## config.mk

```make
export PLATFORM = sky130hd
export DESIGN_NAME = touch_frame_lock
export DESIGN_NICKNAME = d
export VERILOG_FILES = /design/src/rtl/touch_frame_lock.sv
export SDC_FILE = /design/constraint.sdc
export NUM_CORES = 1
export LEC_CHECK = 0
export BUFFER_PORTS_ARGS = -buffer_cell sky130_fd_sc_hd__buf_2
export CORE_ASPECT_RATIO = 1.75
export CORE_UTILIZATION = 46
export CTS_BUF_LIST = sky130_fd_sc_hd__clkbuf_4
export DETAILED_ROUTE_END_ITERATION = 16
export PLACE_DENSITY = 0.69
export SYNTH_ARGS = -nofsm -noshare
export SYNTH_HDL_FRONTEND = slang
export SYNTH_SLANG_ARGS = --single-unit
```

## constraint.sdc

```tcl
create_clock -name cclk -period 2.79 [get_ports cclk]
set_input_delay 0.1395 -clock cclk [delete_from_list [all_inputs] [get_ports cclk]]
set_output_delay 0.1395 -clock cclk [all_outputs]
set_load 0.005 [all_outputs]
```

## src/rtl/touch_frame_lock.sv

```systemverilog
// touch_frame_lock
//   Sits between touchpad_controller and tft_driver. It qualifies raw touch
//   samples by pressure, debounces press/release, block-averages
//   2**AVG_LOG2 samples, maps the average to screen coordinates, and hands
//   new coordinates to the TFT only on new_frame.
// Ports
//   cclk          system clock
//   reset         synchronous, active-high
//   touch_valid   1-cycle strobe: touch_x/y/z hold a fresh sample
//   touch_x/y/z   raw 12-bit samples (z = pressure)
//   new_frame     1-cycle strobe at the frame boundary
//   locked_x/y    screen coordinates, stable for the whole frame
//   locked_valid  locked_x/y hold a real touch
//   press_event   1-cycle pulse when locked_valid rises
//   release_event 1-cycle pulse when locked_valid falls
module touch_frame_lock #(
    parameter int unsigned X_OFFSET      = 150,
    parameter int unsigned Y_OFFSET      = 300,
    parameter int unsigned X_SHIFT       = 3,
    parameter int unsigned Y_SHIFT       = 4,
    parameter int unsigned X_MAX         = 479,
    parameter int unsigned Y_MAX         = 271,
    parameter int unsigned Z_THRESH      = 256,
    parameter int unsigned PRESS_COUNT   = 4,
    parameter int unsigned RELEASE_COUNT = 4,
    parameter int unsigned AVG_LOG2      = 2,
    parameter int unsigned NO_TOUCH      = 1000
) (
    input  logic        cclk,
    input  logic        reset,
    input  logic        touch_valid,
    input  logic [11:0] touch_x,
    input  logic [11:0] touch_y,
    input  logic [11:0] touch_z,
    input  logic        new_frame,
    output logic [11:0] locked_x,
    output logic [11:0] locked_y,
    output logic        locked_valid,
    output logic        press_event,
    output logic        release_event
);

    localparam int unsigned AW   = 12 + AVG_LOG2;
    localparam int unsigned WW   = (AVG_LOG2 > 0) ? AVG_LOG2 : 1;
    localparam int unsigned CMAX = (PRESS_COUNT > RELEASE_COUNT) ? PRESS_COUNT : RELEASE_COUNT;
    localparam int unsigned CW   = $clog2(CMAX + 1);

    localparam logic [11:0] XOFF  = 12'(X_OFFSET);
    localparam logic [11:0] YOFF  = 12'(Y_OFFSET);
    localparam logic [11:0] XMAXV = 12'(X_MAX);
    localparam logic [11:0] YMAXV = 12'(Y_MAX);
    localparam logic [11:0] NT    = 12'(NO_TOUCH);

    typedef enum logic [1:0] {RELEASED, PRESSING, TOUCHING, RELEASING} state_t;

    state_t          state_q, state_d;
    logic [CW-1:0]   cnt_q, cnt_d;
    logic [AW-1:0]   acc_x_q, acc_x_d, acc_y_q, acc_y_d;
    logic [WW-1:0]   win_q, win_d;
    logic            ready_q, ready_d;
    logic [11:0]     pend_x_q, pend_x_d, pend_y_q, pend_y_d;
    logic [11:0]     lock_x_q, lock_x_d, lock_y_q, lock_y_d;
    logic            lv_q, lv_d, pe_q, pe_d, re_q, re_d;

    logic            pressed, win_last, touching;
    logic [AW-1:0]   sum_x, sum_y;
    logic [CW-1:0]   cnt_inc;

    // Offset with saturation at zero, shift, then clamp to the panel edge.
    function automatic logic [11:0] to_screen(input logic [11:0] avg, input logic [11:0] off,
                                              input int unsigned sh, input logic [11:0] mx);
        logic [11:0] d;
        d = (avg > off) ? ((avg - off) >> sh) : '0;
        return (d > mx) ? mx : d;
    endfunction

    assign pressed  = (touch_z >= 12'(Z_THRESH));
    assign win_last = (win_q == WW'((1 << AVG_LOG2) - 1));
    assign sum_x    = acc_x_q + AW'(touch_x);
    assign sum_y    = acc_y_q + AW'(touch_y);
    assign cnt_inc  = cnt_q + CW'(1);
    assign touching = ((state_q == TOUCHING) || (state_q == RELEASING)) && ready_q;

    always_comb begin
        state_d  = state_q;
        cnt_d    = cnt_q;
        acc_x_d  = acc_x_q;
        acc_y_d  = acc_y_q;
        win_d    = win_q;
        ready_d  = ready_q;
        pend_x_d = pend_x_q;
        pend_y_d = pend_y_q;
        lock_x_d = lock_x_q;
        lock_y_d = lock_y_q;
        lv_d     = lv_q;
        pe_d     = 1'b0;
        re_d     = 1'b0;

        if (touch_valid) begin
            if (pressed) begin
                unique case (state_q)
                    RELEASED: begin
                        state_d = (PRESS_COUNT == 1) ? TOUCHING : PRESSING;
                        cnt_d   = (PRESS_COUNT == 1) ? '0 : CW'(1);
                    end
                    PRESSING: begin
                        if (cnt_inc >= CW'(PRESS_COUNT)) begin
                            state_d = TOUCHING;
                            cnt_d   = '0;
                        end else begin
                            cnt_d = cnt_inc;
                        end
                    end
                    RELEASING: begin
                        state_d = TOUCHING;
                        cnt_d   = '0;
                    end
                    default: ;
                endcase

                if (win_last) begin
                    pend_x_d = to_screen(sum_x[AVG_LOG2 +: 12], XOFF, X_SHIFT, XMAXV);
                    pend_y_d = to_screen(sum_y[AVG_LOG2 +: 12], YOFF, Y_SHIFT, YMAXV);
                    ready_d  = 1'b1;
                    acc_x_d  = '0;
                    acc_y_d  = '0;
                    win_d    = '0;
                end else begin
                    acc_x_d = sum_x;
                    acc_y_d = sum_y;
                    win_d   = win_q + WW'(1);
                end
            end else begin
                acc_x_d = '0;
                acc_y_d = '0;
                win_d   = '0;
                unique case (state_q)
                    PRESSING: begin
                        state_d = RELEASED;
                        cnt_d   = '0;
                    end
                    TOUCHING: begin
                        if (RELEASE_COUNT == 1) begin
                            state_d = RELEASED;
                            cnt_d   = '0;
                            ready_d = 1'b0;
                        end else begin
                            state_d = RELEASING;
                            cnt_d   = CW'(1);
                        end
                    end
                    RELEASING: begin
                        if (cnt_inc >= CW'(RELEASE_COUNT)) begin
                            state_d = RELEASED;
                            cnt_d   = '0;
                            ready_d = 1'b0;
                        end else begin
                            cnt_d = cnt_inc;
                        end
                    end
                    default: ;
                endcase
            end
        end

        // Frame update looks only at pre-edge state, so a coincident sample
        // shows up at the following frame.
        if (new_frame) begin
            lock_x_d = touching ? pend_x_q : NT;
            lock_y_d = touching ? pend_y_q : NT;
            lv_d     = touching;
            pe_d     = touching && !lv_q;
            re_d     = !touching && lv_q;
        end
    end

    always_ff @(posedge cclk) begin
        if (reset) begin
            state_q  <= RELEASED;
            cnt_q    <= '0;
            acc_x_q  <= '0;
            acc_y_q  <= '0;
            win_q    <= '0;
            ready_q  <= 1'b0;
            pend_x_q <= '0;
            pend_y_q <= '0;
            lock_x_q <= NT;
            lock_y_q <= NT;
            lv_q     <= 1'b0;
            pe_q     <= 1'b0;
            re_q     <= 1'b0;
        end else begin
            state_q  <= state_d;
            cnt_q    <= cnt_d;
            acc_x_q  <= acc_x_d;
            acc_y_q  <= acc_y_d;
            win_q    <= win_d;
            ready_q  <= ready_d;
            pend_x_q <= pend_x_d;
            pend_y_q <= pend_y_d;
            lock_x_q <= lock_x_d;
            lock_y_q <= lock_y_d;
            lv_q     <= lv_d;
            pe_q     <= pe_d;
            re_q     <= re_d;
        end
    end

    assign locked_x      = lock_x_q;
    assign locked_y      = lock_y_q;
    assign locked_valid  = lv_q;
    assign press_event   = pe_q;
    assign release_event = re_q;

endmodule

```

Word level (Yosys, flattened, before mapping)
Cells that the tools add are included.
{"block": "classes", "magnitude_cmp": 6, "shift": 0, "n_div": 0, "n_eq_ne": 8, "n_mux": 25, "mul": 0, "bitwise_logic": 1, "add_sub_neg": 6, "reduce_logical": 15}
{"op": "$mux W14", "count": 4}
{"op": "$add A14 B12 Y14", "count": 2}
{"op": "$mux W9", "count": 3}
{"op": "$mux W12", "count": 2}
{"op": "$pmux W3 S3", "count": 2}
{"op": "$ge A12 B9 Y1 const B", "count": 1}
{"op": "$gt A12 B8 Y1 const B", "count": 1}
{"op": "$gt A12 B9 Y1 const B", "count": 1}
{"op": "$pmux W2 S3", "count": 2}
{"op": "$sub A12 B8 Y12 const B", "count": 1}
{"op": "$sub A12 B9 Y12 const B", "count": 1}
{"op": "$mux W2", "count": 5}
{"op": "$gt A8 B9 Y1 const B", "count": 1}
{"op": "$gt A9 B9 Y1 const B", "count": 1}
{"op": "$mux W8", "count": 1}
{"op": "$eq A2 B2 Y1 const B", "count": 3}
{"op": "$mux W3", "count": 2}
{"op": "$reduce_and A3 Y1", "count": 2}
{"op": "$reduce_and A5 Y1", "count": 1}
{"op": "$mux W1", "count": 4}
{"op": "$ne A4 B1 Y1 const B", "count": 1}
{"op": "$reduce_and A4 Y1", "count": 1}
{"op": "$reduce_bool A2 Y1", "count": 2}
{"op": "$reduce_bool A4 Y1", "count": 1}
{"op": "13 further kinds", "count": 16}
{"block": "totals", "ff_bits": 87, "output_inout_bits": 27, "n_memories": 0, "latch_bits": 0, "in_bits": 40, "rom_bits": 0, "ram_bits": 0, "word_cells": 74}

Longest topological paths before layout
Gate-level depths: netlist (run 1).
{"block": "depth", "ltp_word": 5, "depth_mapped": 11, "mapped_depth_nobuf": 11}

Least setup slack after synthesis (run 1)
Ideal clock, no wire load.
{"block": "synth_path", "kind": "flip-flop to flip-flop", "start": "register acc_x_q[0]", "end": "register pend_x_q[0]", "n_path_buf": 0, "path_stages_with_launch": 12, "t_arrival_ps": 2652, "setup_slack_ps": 0, "setup_ps": 139, "synth_period_minus_slack_ps": 2790, "t_required_ps": 2651, "path_cell_list": "dfxtp_1 -> ha_1 -> inv_1 -> fa_1 -> nand2b_1 -> a211o_1 -> a22o_1 -> xnor2_2 -> a211oi_2 -> nor2_1 -> a21oi_2 -> a211oi_2"}
{"block": "synth_via", "elab_chain_len": 5, "elab_cells_between_ends": 6, "cone_classes": "2 x add/sub; 2 x order compare; 2 x mux"}
{"item": "start, declared", "line": "58", "rtl": "logic [AW-1:0] acc_x_q, acc_x_d, acc_y_q, acc_y_d;"}
{"item": "start signal, assigned", "line": "181", "rtl": "acc_x_q <= '0;"}
{"item": "start signal, assigned", "line": "195", "rtl": "acc_x_q <= acc_x_d;"}
{"item": "$add A14 B12 Y14 *", "line": "79", "rtl": "assign sum_x = acc_x_q + AW'(touch_x);"}
{"item": "$sub A12 B8 Y12 / $gt A12 B8 Y1 (equally long branches)", "line": "73", "rtl": "d = (avg > off) ? ((avg - off) >> sh) : '0;"}
{"item": "$mux W9 *", "line": "73"}
{"item": "$gt A9 B9 Y1", "line": "74", "rtl": "return (d > mx) ? mx : d;"}
{"item": "$mux W9 *", "line": "74"}
{"item": "end signal, assigned", "line": "199", "rtl": "pend_x_q <= pend_x_d;"}
{"item": "end, declared", "line": "61", "rtl": "logic [11:0] pend_x_q, pend_x_d, pend_y_q, pend_y_d;"}
Every way passes the cells marked *; elsewhere a longest branch is shown, timed or not.
A chain may end at the register's enable or synchronous reset.

Final worst setup path (run 1)
{"block": "layout_path", "start": "register acc_x_q[0]", "end": "register pend_x_q[5]"}
The elaborated chain is that of the path after synthesis.

==> results of run 1 <==
## cells by family (layout without fill, tap and decap cells)
group | after synthesis | after routing | share of synthesized area [%]
buffers and inverters | 42 | 117 | 4.32
and+or+nand+nor | 163 | 163 | 17.8
other | 1 | 4 | 0.0852
adders and majority gates | 28 | 28 | 8.30
DFF | 74 | 74 | 33.7
AOI/OAI and AO/OA | 171 | 171 | 30.5
xor gates and xnor gates | 26 | 26 | 5.35
## state kept, by name (all words and copies together), names as in the netlist
register,cells
acc_y_q,14
cnt_q,3
press_event,1
pend_y_q,8
win_q,2
state_q,2
locked_x,9
locked_y,9
release_event,1
pend_x_q,9
locked_valid,1
ready_q,1
acc_x_q,14
## power by group through the flow
stage,clock network [mW],logic [mW],registers [mW]
after detailed placement,0,1.15,1.16
after CTS,0.683,1.19,1.14
after floorplan,0,0.826,1.15
after global routing,0.730,1.42,1.14
final,0.662,1.30,1.14
after global placement,0,1.13,1.16
## routing by layer
layer	share of wire, %	routed length [microns]
met5	0	0
met4	3.0	320
met3	3.2	342
met2	54	5900
met1	39	4270
## metrics by stage
| stage | cells | TNS (ps) | setup slack [ps] |
|---|---|---|---|
| detailed placement | 680 | -46.1 | -26.1 |
| finish | 703 | -33.4 | -22.0 |
| floorplan | 508 | 0 | 23.5 |
| global route | 703 | -780 | -110 |
| global placement | 680 | 0 | 43.5 |
| CTS | 695 | 0 | 3.70 |
## final timing paths
check                             endpoint  slack, ps  depth (start not counted)
setup reg to reg  pend_x_q[5]$_SDFFE_PP0P_        -20                         12
hold reg to reg   pend_y_q[4]$_SDFFE_PP0P_        460                          2
setup / recovery  pend_x_q[5]$_SDFFE_PP0P_        -20                         12
hold / removal     state_q[0]$_SDFFE_PP0P_         50                          3
## layout make-up
class / instances / area [sq um]
Fill cell: 821 / 3900
Multi-Input combinational cell: 392 / 2880
Sequential cell: 74 / 1480
Timing Repair Buffer: 92 / 563
Tap cell: 120 / 150
Clock buffer: 11 / 82.6
Clock inverter: 3 / 42.5
Inverter: 11 / 41.3
## critical path, cell delays in order (launching register included)
cell and delay (ps):
sky130_fd_sc_hd__dfxtp_2 370, sky130_fd_sc_hd__ha_4 130, sky130_fd_sc_hd__inv_2 40, sky130_fd_sc_hd__fa_2 370, sky130_fd_sc_hd__nand2b_4 150, sky130_fd_sc_hd__a211o_1 330, sky130_fd_sc_hd__buf_4 150, sky130_fd_sc_hd__a21oi_1 190
sky130_fd_sc_hd__o211ai_2 120, sky130_fd_sc_hd__buf_4 170, sky130_fd_sc_hd__nor4b_4 350, sky130_fd_sc_hd__a21boi_1 110, sky130_fd_sc_hd__a32o_1 220
## layout by cell type (no fill, tap or decap), drive strengths merged, types with 5 or more instances in the layout
cell type / Yosys / layout
a21o: 7 / 7
clkbuf: 22 / 11
buf: 9 / 92
o21ai: 18 / 18
a211o: 5 / 5
nand2: 35 / 35
xor2: 10 / 10
nand3: 13 / 13
a21oi: 39 / 39
a211oi: 16 / 16
a22o: 9 / 9
o22a: 9 / 9
and3: 7 / 7
a22oi: 21 / 21
inv: 11 / 11
xnor2: 16 / 16
nor3: 5 / 5
nand2b: 5 / 5
dfxtp: 74 / 74
nor2b: 5 / 5
nor2: 70 / 70
o211ai: 9 / 9
ha: 26 / 26
## repair_timing
| item | CTS | global route |
|---|---|---|
| hold buffers | 0 | 0 |
| endpoints found under the setup margin | 7 | 17 |
| pin swaps | 4 | 21 |
| setup buffers | 1 | 8 |
| gates resized for setup | 4 | 29 |
==> metrics, run 1 <==
run status complete, but fails checks; violations in the final reports negative setup slack; Final #Nets ~650; overall die area 9980 sq um; max cap viols 0; critical path launch point type register; final non-filler cell area 5250 sq um; TritonCTS clock tree built; switching power 1.13 mW; setup repair after global routing missed its margin yes; switching power as a share of total power 36.5%; clk root buf sky130_fd_sc_hd__clkbuf_4; Avg WL per Cell 15.4 microns; max frequency 356 MHz; overall routed net length 10,800 microns; via count 4,033; Synth Warn # 0; pin count of the biggest net entering global routing 29; vertical extent of the die ~130 microns; headroom to the max-slew limit ~55%; cell taking the most area after synthesis sky130_fd_sc_hd__dfxtp_1; most utilized layer in the global route result met2; minimum clock period after layout 2810 ps; total standard cell area after synthesis 4400 sq um; post-route antenna net violation count 0; utilization of the core after routing 57.3%; sum of net half-perimeters after detailed placement 8120 microns; clock latency on the worst-skew pair 430 ps; most used standard cells in the synthesized netlist sky130_fd_sc_hd__dfxtp_1 (74), sky130_fd_sc_hd__nor2_1 (70), sky130_fd_sc_hd__a21oi_1 (37), sky130_fd_sc_hd__nand2_1 (35), sky130_fd_sc_hd__ha_1 (26); floorplan core area 9150 sq um; Iter 0 DRT Violations 170; hold slack final roughly 50 ps; slew at the pin with the worst max-slew slack 679 ps; distinct cell type count of the synthesized netlist 68; clock slew at the register clock pins of the worst setup and hold paths 110 ps; Crit path required time 3110 ps; Ports 67; number of register bits inferred by synthesis 74; total power divided by cell area just under 600 nW/um^2; via count of the first global-routing pass 4,007; Residual DRC 0; number of CTS-inserted buffers 9; most used flip-flop cell after synthesis sky130_fd_sc_hd__dfxtp_1; combinational share of power 42.0%; launch point of the worst reg-to-reg path acc_x_q[0]$_SDFFE_PP0P_; endpoint kind of the worst setup timing path register; share of the synthesized area in the top cell type 33.7%; launch point of the critical path acc_x_q[0]$_SDFFE_PP0P_; asr flop ratio synth 0%; Row Count 46; Diodes inserted 0; critical setup path kind reg2reg; most repeated cell in the gate-level netlist after synthesis sky130_fd_sc_hd__dfxtp_1; post-place instance area 4910 sq um; most area-consuming cells after synthesis sky130_fd_sc_hd__dfxtp_1 (34%), sky130_fd_sc_hd__ha_1 (7.4%), sky130_fd_sc_hd__nor2_1 (6.0%); final RePlAce weighted congestion 0.887; leftover overflow at the end of global routing 0; final worst slack -22.0 ps; GR Layer Usage met2 41.3%; Vias per Instance 5.74; router iterations before antenna repair 4; Clock power frac 21.4%; final count of negative-setup-slack endpoints 2; Slew Limit Fails 0; antenna violations before repair 0; peak supply drop 0.302 mV; post-synthesis cell count 505; Worst EP arrival 3130 ps; global-route met3 utilization 4.03%; # port buffers between 50 and 60; synthesized area divided by synthesized cell count 8.71 sq um; M1 GR Usage roughly 23%; hold path startpoint touch_valid; number of buffers on the longest clock path 2; Die Wd 75.9 microns; maximum level of the CTS H-tree 3; sequential share of power 36.7%; critical path peak fanout 4; wire length of the first global-routing pass 17,800 microns; worst min-delay path class in2reg; layout cells sized above 1 approximately 27%; global-route usage over all layers between 20% and 30%; sinks on the clock net 74; fraction of the yosys area taken by sequential cells between 30% and 40%; cell-internal power ~2.0 mW; Initial Utilization 48.1%; overall power consumption 3.10 mW; setup clock skew after layout between 15 and 20 ps; final-report hold violation count 0; static leakage 2.18 nW; post-route clock period utilization 101%; number of synthesized flops with an enable pin 0; synthesis-to-layout area growth 19.2%
Note: power is estimated with default switching activity, not from simulation.
==> run 2: changes to the inputs <==
--- a/config.mk
+++ b/config.mk
@@ -10,6 +10,7 @@
 export CORE_UTILIZATION = 46
 export CTS_BUF_LIST = sky130_fd_sc_hd__clkbuf_4
 export DETAILED_ROUTE_END_ITERATION = 16
+export MAX_ROUTING_LAYER = met4
 export PLACE_DENSITY = 0.69
 export SYNTH_ARGS = -nofsm -noshare
 export SYNTH_HDL_FRONTEND = slang
==> metrics, run 2 (synthesized netlist as in run 1, its figures left out) <==
critical path launch point type register; Slowest cell on crit path sky130_fd_sc_hd__dfxtp_2; via count 4,028; Largest stage delay, worst path 370 ps; number of buffers on the longest clock path 2; final-report hold violation count 0; cell breakdown of the critical path ha_4 -> inv_2 -> fa_2 -> nand2b_4 -> a211o_1 -> buf_4 -> a21oi_1 -> o211ai_2 -> buf_4 -> nor4b_4 -> a21boi_1 -> a32o_1; violations in the final reports negative setup slack; Die Wd 75.9 microns; slew at the pin with the worst max-slew slack 689 ps; max frequency 356 MHz; most numerous cell on the critical path sky130_fd_sc_hd__buf_4; leftover overflow at the end of global routing 0; clk root buf sky130_fd_sc_hd__clkbuf_4; # port buffers 54; overall die area around 10000 sq um; Final #Nets 648; Row Count 46; sum of net half-perimeters after detailed placement 8120 microns; Iter 0 DRT Violations 173; Hold-fix buffers, CTS 0; largest registers acc_x_q (14), acc_y_q (14); multi-input gate area in the final layout 2880 sq um; synthesis-to-layout area growth 19.2%; number of CTS-inserted buffers 9; launch point of the worst reg-to-reg path acc_x_q[0]$_SDFFE_PP0P_; clock latency on the worst-skew pair 430 ps; endpoint kind of the worst setup timing path register; TritonCTS clock tree built; hold path startpoint touch_valid; final count of negative-setup-slack endpoints 2; overall power consumption 3.10 mW; floorplan core area 9150 sq um; headroom to the max-slew limit between 50 and 60%; critical path peak fanout 4; setup TNS after final layout -35.3 ps; wire length of the first global-routing pass about 18,000 microns; post-route clock period utilization 101%; most frequent cells in the layout sky130_fd_sc_hd__dfxtp_1 (72), sky130_fd_sc_hd__nor2_1 (69), sky130_fd_sc_hd__buf_2 (54); minimum setup slack after placement -26.1 ps; minimum clock period after layout 2810 ps; vertical extent of the die 131 microns; setup repair after global routing missed its margin yes; global-route usage over all layers between 20% and 30%; post-route antenna net violation count 0; overall routed net length 10,800 microns; Residual DRC 0; router iterations before antenna repair 4; Clock power frac 21.3%; run status complete, but fails checks; layout cells sized above 1 a little over a quarter; Diodes inserted 0; switching power about 1.1 mW; total power divided by cell area 590 nW/um^2; clock slew at the register clock pins of the worst setup and hold paths 110 ps; antenna violations before repair 0; pin count of the biggest net entering global routing 29; maximum level of the CTS H-tree 3; final worst slack -22.9 ps; cell-internal power roughly 2 mW; final RePlAce weighted congestion 0.902; Avg WL per Cell approximately 15 microns; Worst EP arrival 3130 ps; static leakage 2.18 nW; critical setup path kind reg2reg; peak supply drop 0.302 mV; max cap viols 0; via count of the first global-routing pass 4,008; Slew Limit Fails 0; Crit path required time 3110 ps; launch point of the critical path acc_x_q[0]$_SDFFE_PP0P_; Ports between 60 and 70; sequential cell area 1480 sq um; Initial Utilization 48.1%; worst min-delay path class in2reg; Vias per Instance roughly 5.7; fill cell count a little over 800; combinational share of power 41.9%; sinks on the clock net 74; sequential share of power 36.7%; most common cell after layout, fill and taps aside sky130_fd_sc_hd__dfxtp_1; switching power as a share of total power 36.5%; setup clock skew after layout 17.4 ps
## run 2: cell counts in the layout (fill, tap and decap cells not counted)
No cell type changed its count.
## run 2: critical path: cells and delay by family, from the launching register on
family | cells | cell delay, ps
buffers and inverters | 3 | 360
adders and majority gates | 2 | 500
DFF | 1 | 370
AOI/OAI and AO/OA | 5 | 970
and+or+nand+nor | 2 | 500
## run 2: per-stage QoR
| step | instance area (sq um) | util, % | hold slack, ps | std cells |
|---|---|---|---|---|
| after floorplan | 4410 | - | 312 | 508 |
| after global placement | 4910 | 53.6 | 442 | 680 |
| after detailed placement | 4910 | 53.6 | 446 | 680 |
| after CTS | 5060 | 55.3 | 11.9 | 695 |
| after global routing | 5250 | 57.3 | 27.8 | 703 |
| final | 5250 | 57.3 | 52.1 | 703 |
## run 2: final timing paths
kind / end / slack [ps] / cells past startpoint
worst max-delay path: pend_x_q[5]$_SDFFE_PP0P_ / -20 / 12
worst min-delay path: state_q[0]$_SDFFE_PP0P_ / 50 / 3
worst max register to register: pend_x_q[5]$_SDFFE_PP0P_ / -20 / 12
worst min register to register: pend_y_q[4]$_SDFFE_PP0P_ / 460 / 2
## run 2: metal layers
metal | wire [microns] | share of wire [%] | track usage [%] | vias up
met5 | 0 | 0 | - | -
met1 | 4250 | 39 | 23.1 | 1913
met2 | 5890 | 54 | 41.3 | 91
met3 | 360 | 3.3 | 3.96 | 23
met4 | 320 | 3.0 | 11.0 | 0
li1 | - | - | - | 2001
## run 2: timing repair
action	4_1_cts	5_1_grt
setup endpoints to repair	7	17
buffers inserted	1	8
gates resized for setup	4	29
cloned	0	0
pin swaps	4	21
## run 2: cell type report
cell class	instances	area share (%)
Tap cell	120	2.86
Inverter	11	0.787
Multi-Input combinational cell	392	55.0
Timing Repair Buffer	92	10.7
Clock inverter	3	0.811
Clock buffer	11	1.57
Sequential cell	74	28.3
## run 2: power groups by stage
| stage | registers [mW] | clock network (mW) | logic, mW |
|---|---|---|---|
| detailed placement | 1.16 | 0 | 1.15 |
| global route | 1.14 | 0.730 | 1.42 |
| CTS | 1.14 | 0.683 | 1.19 |
| finish | 1.14 | 0.661 | 1.30 |
| floorplan | 1.15 | 0 | 0.826 |
| global placement | 1.16 | 0 | 1.13 |
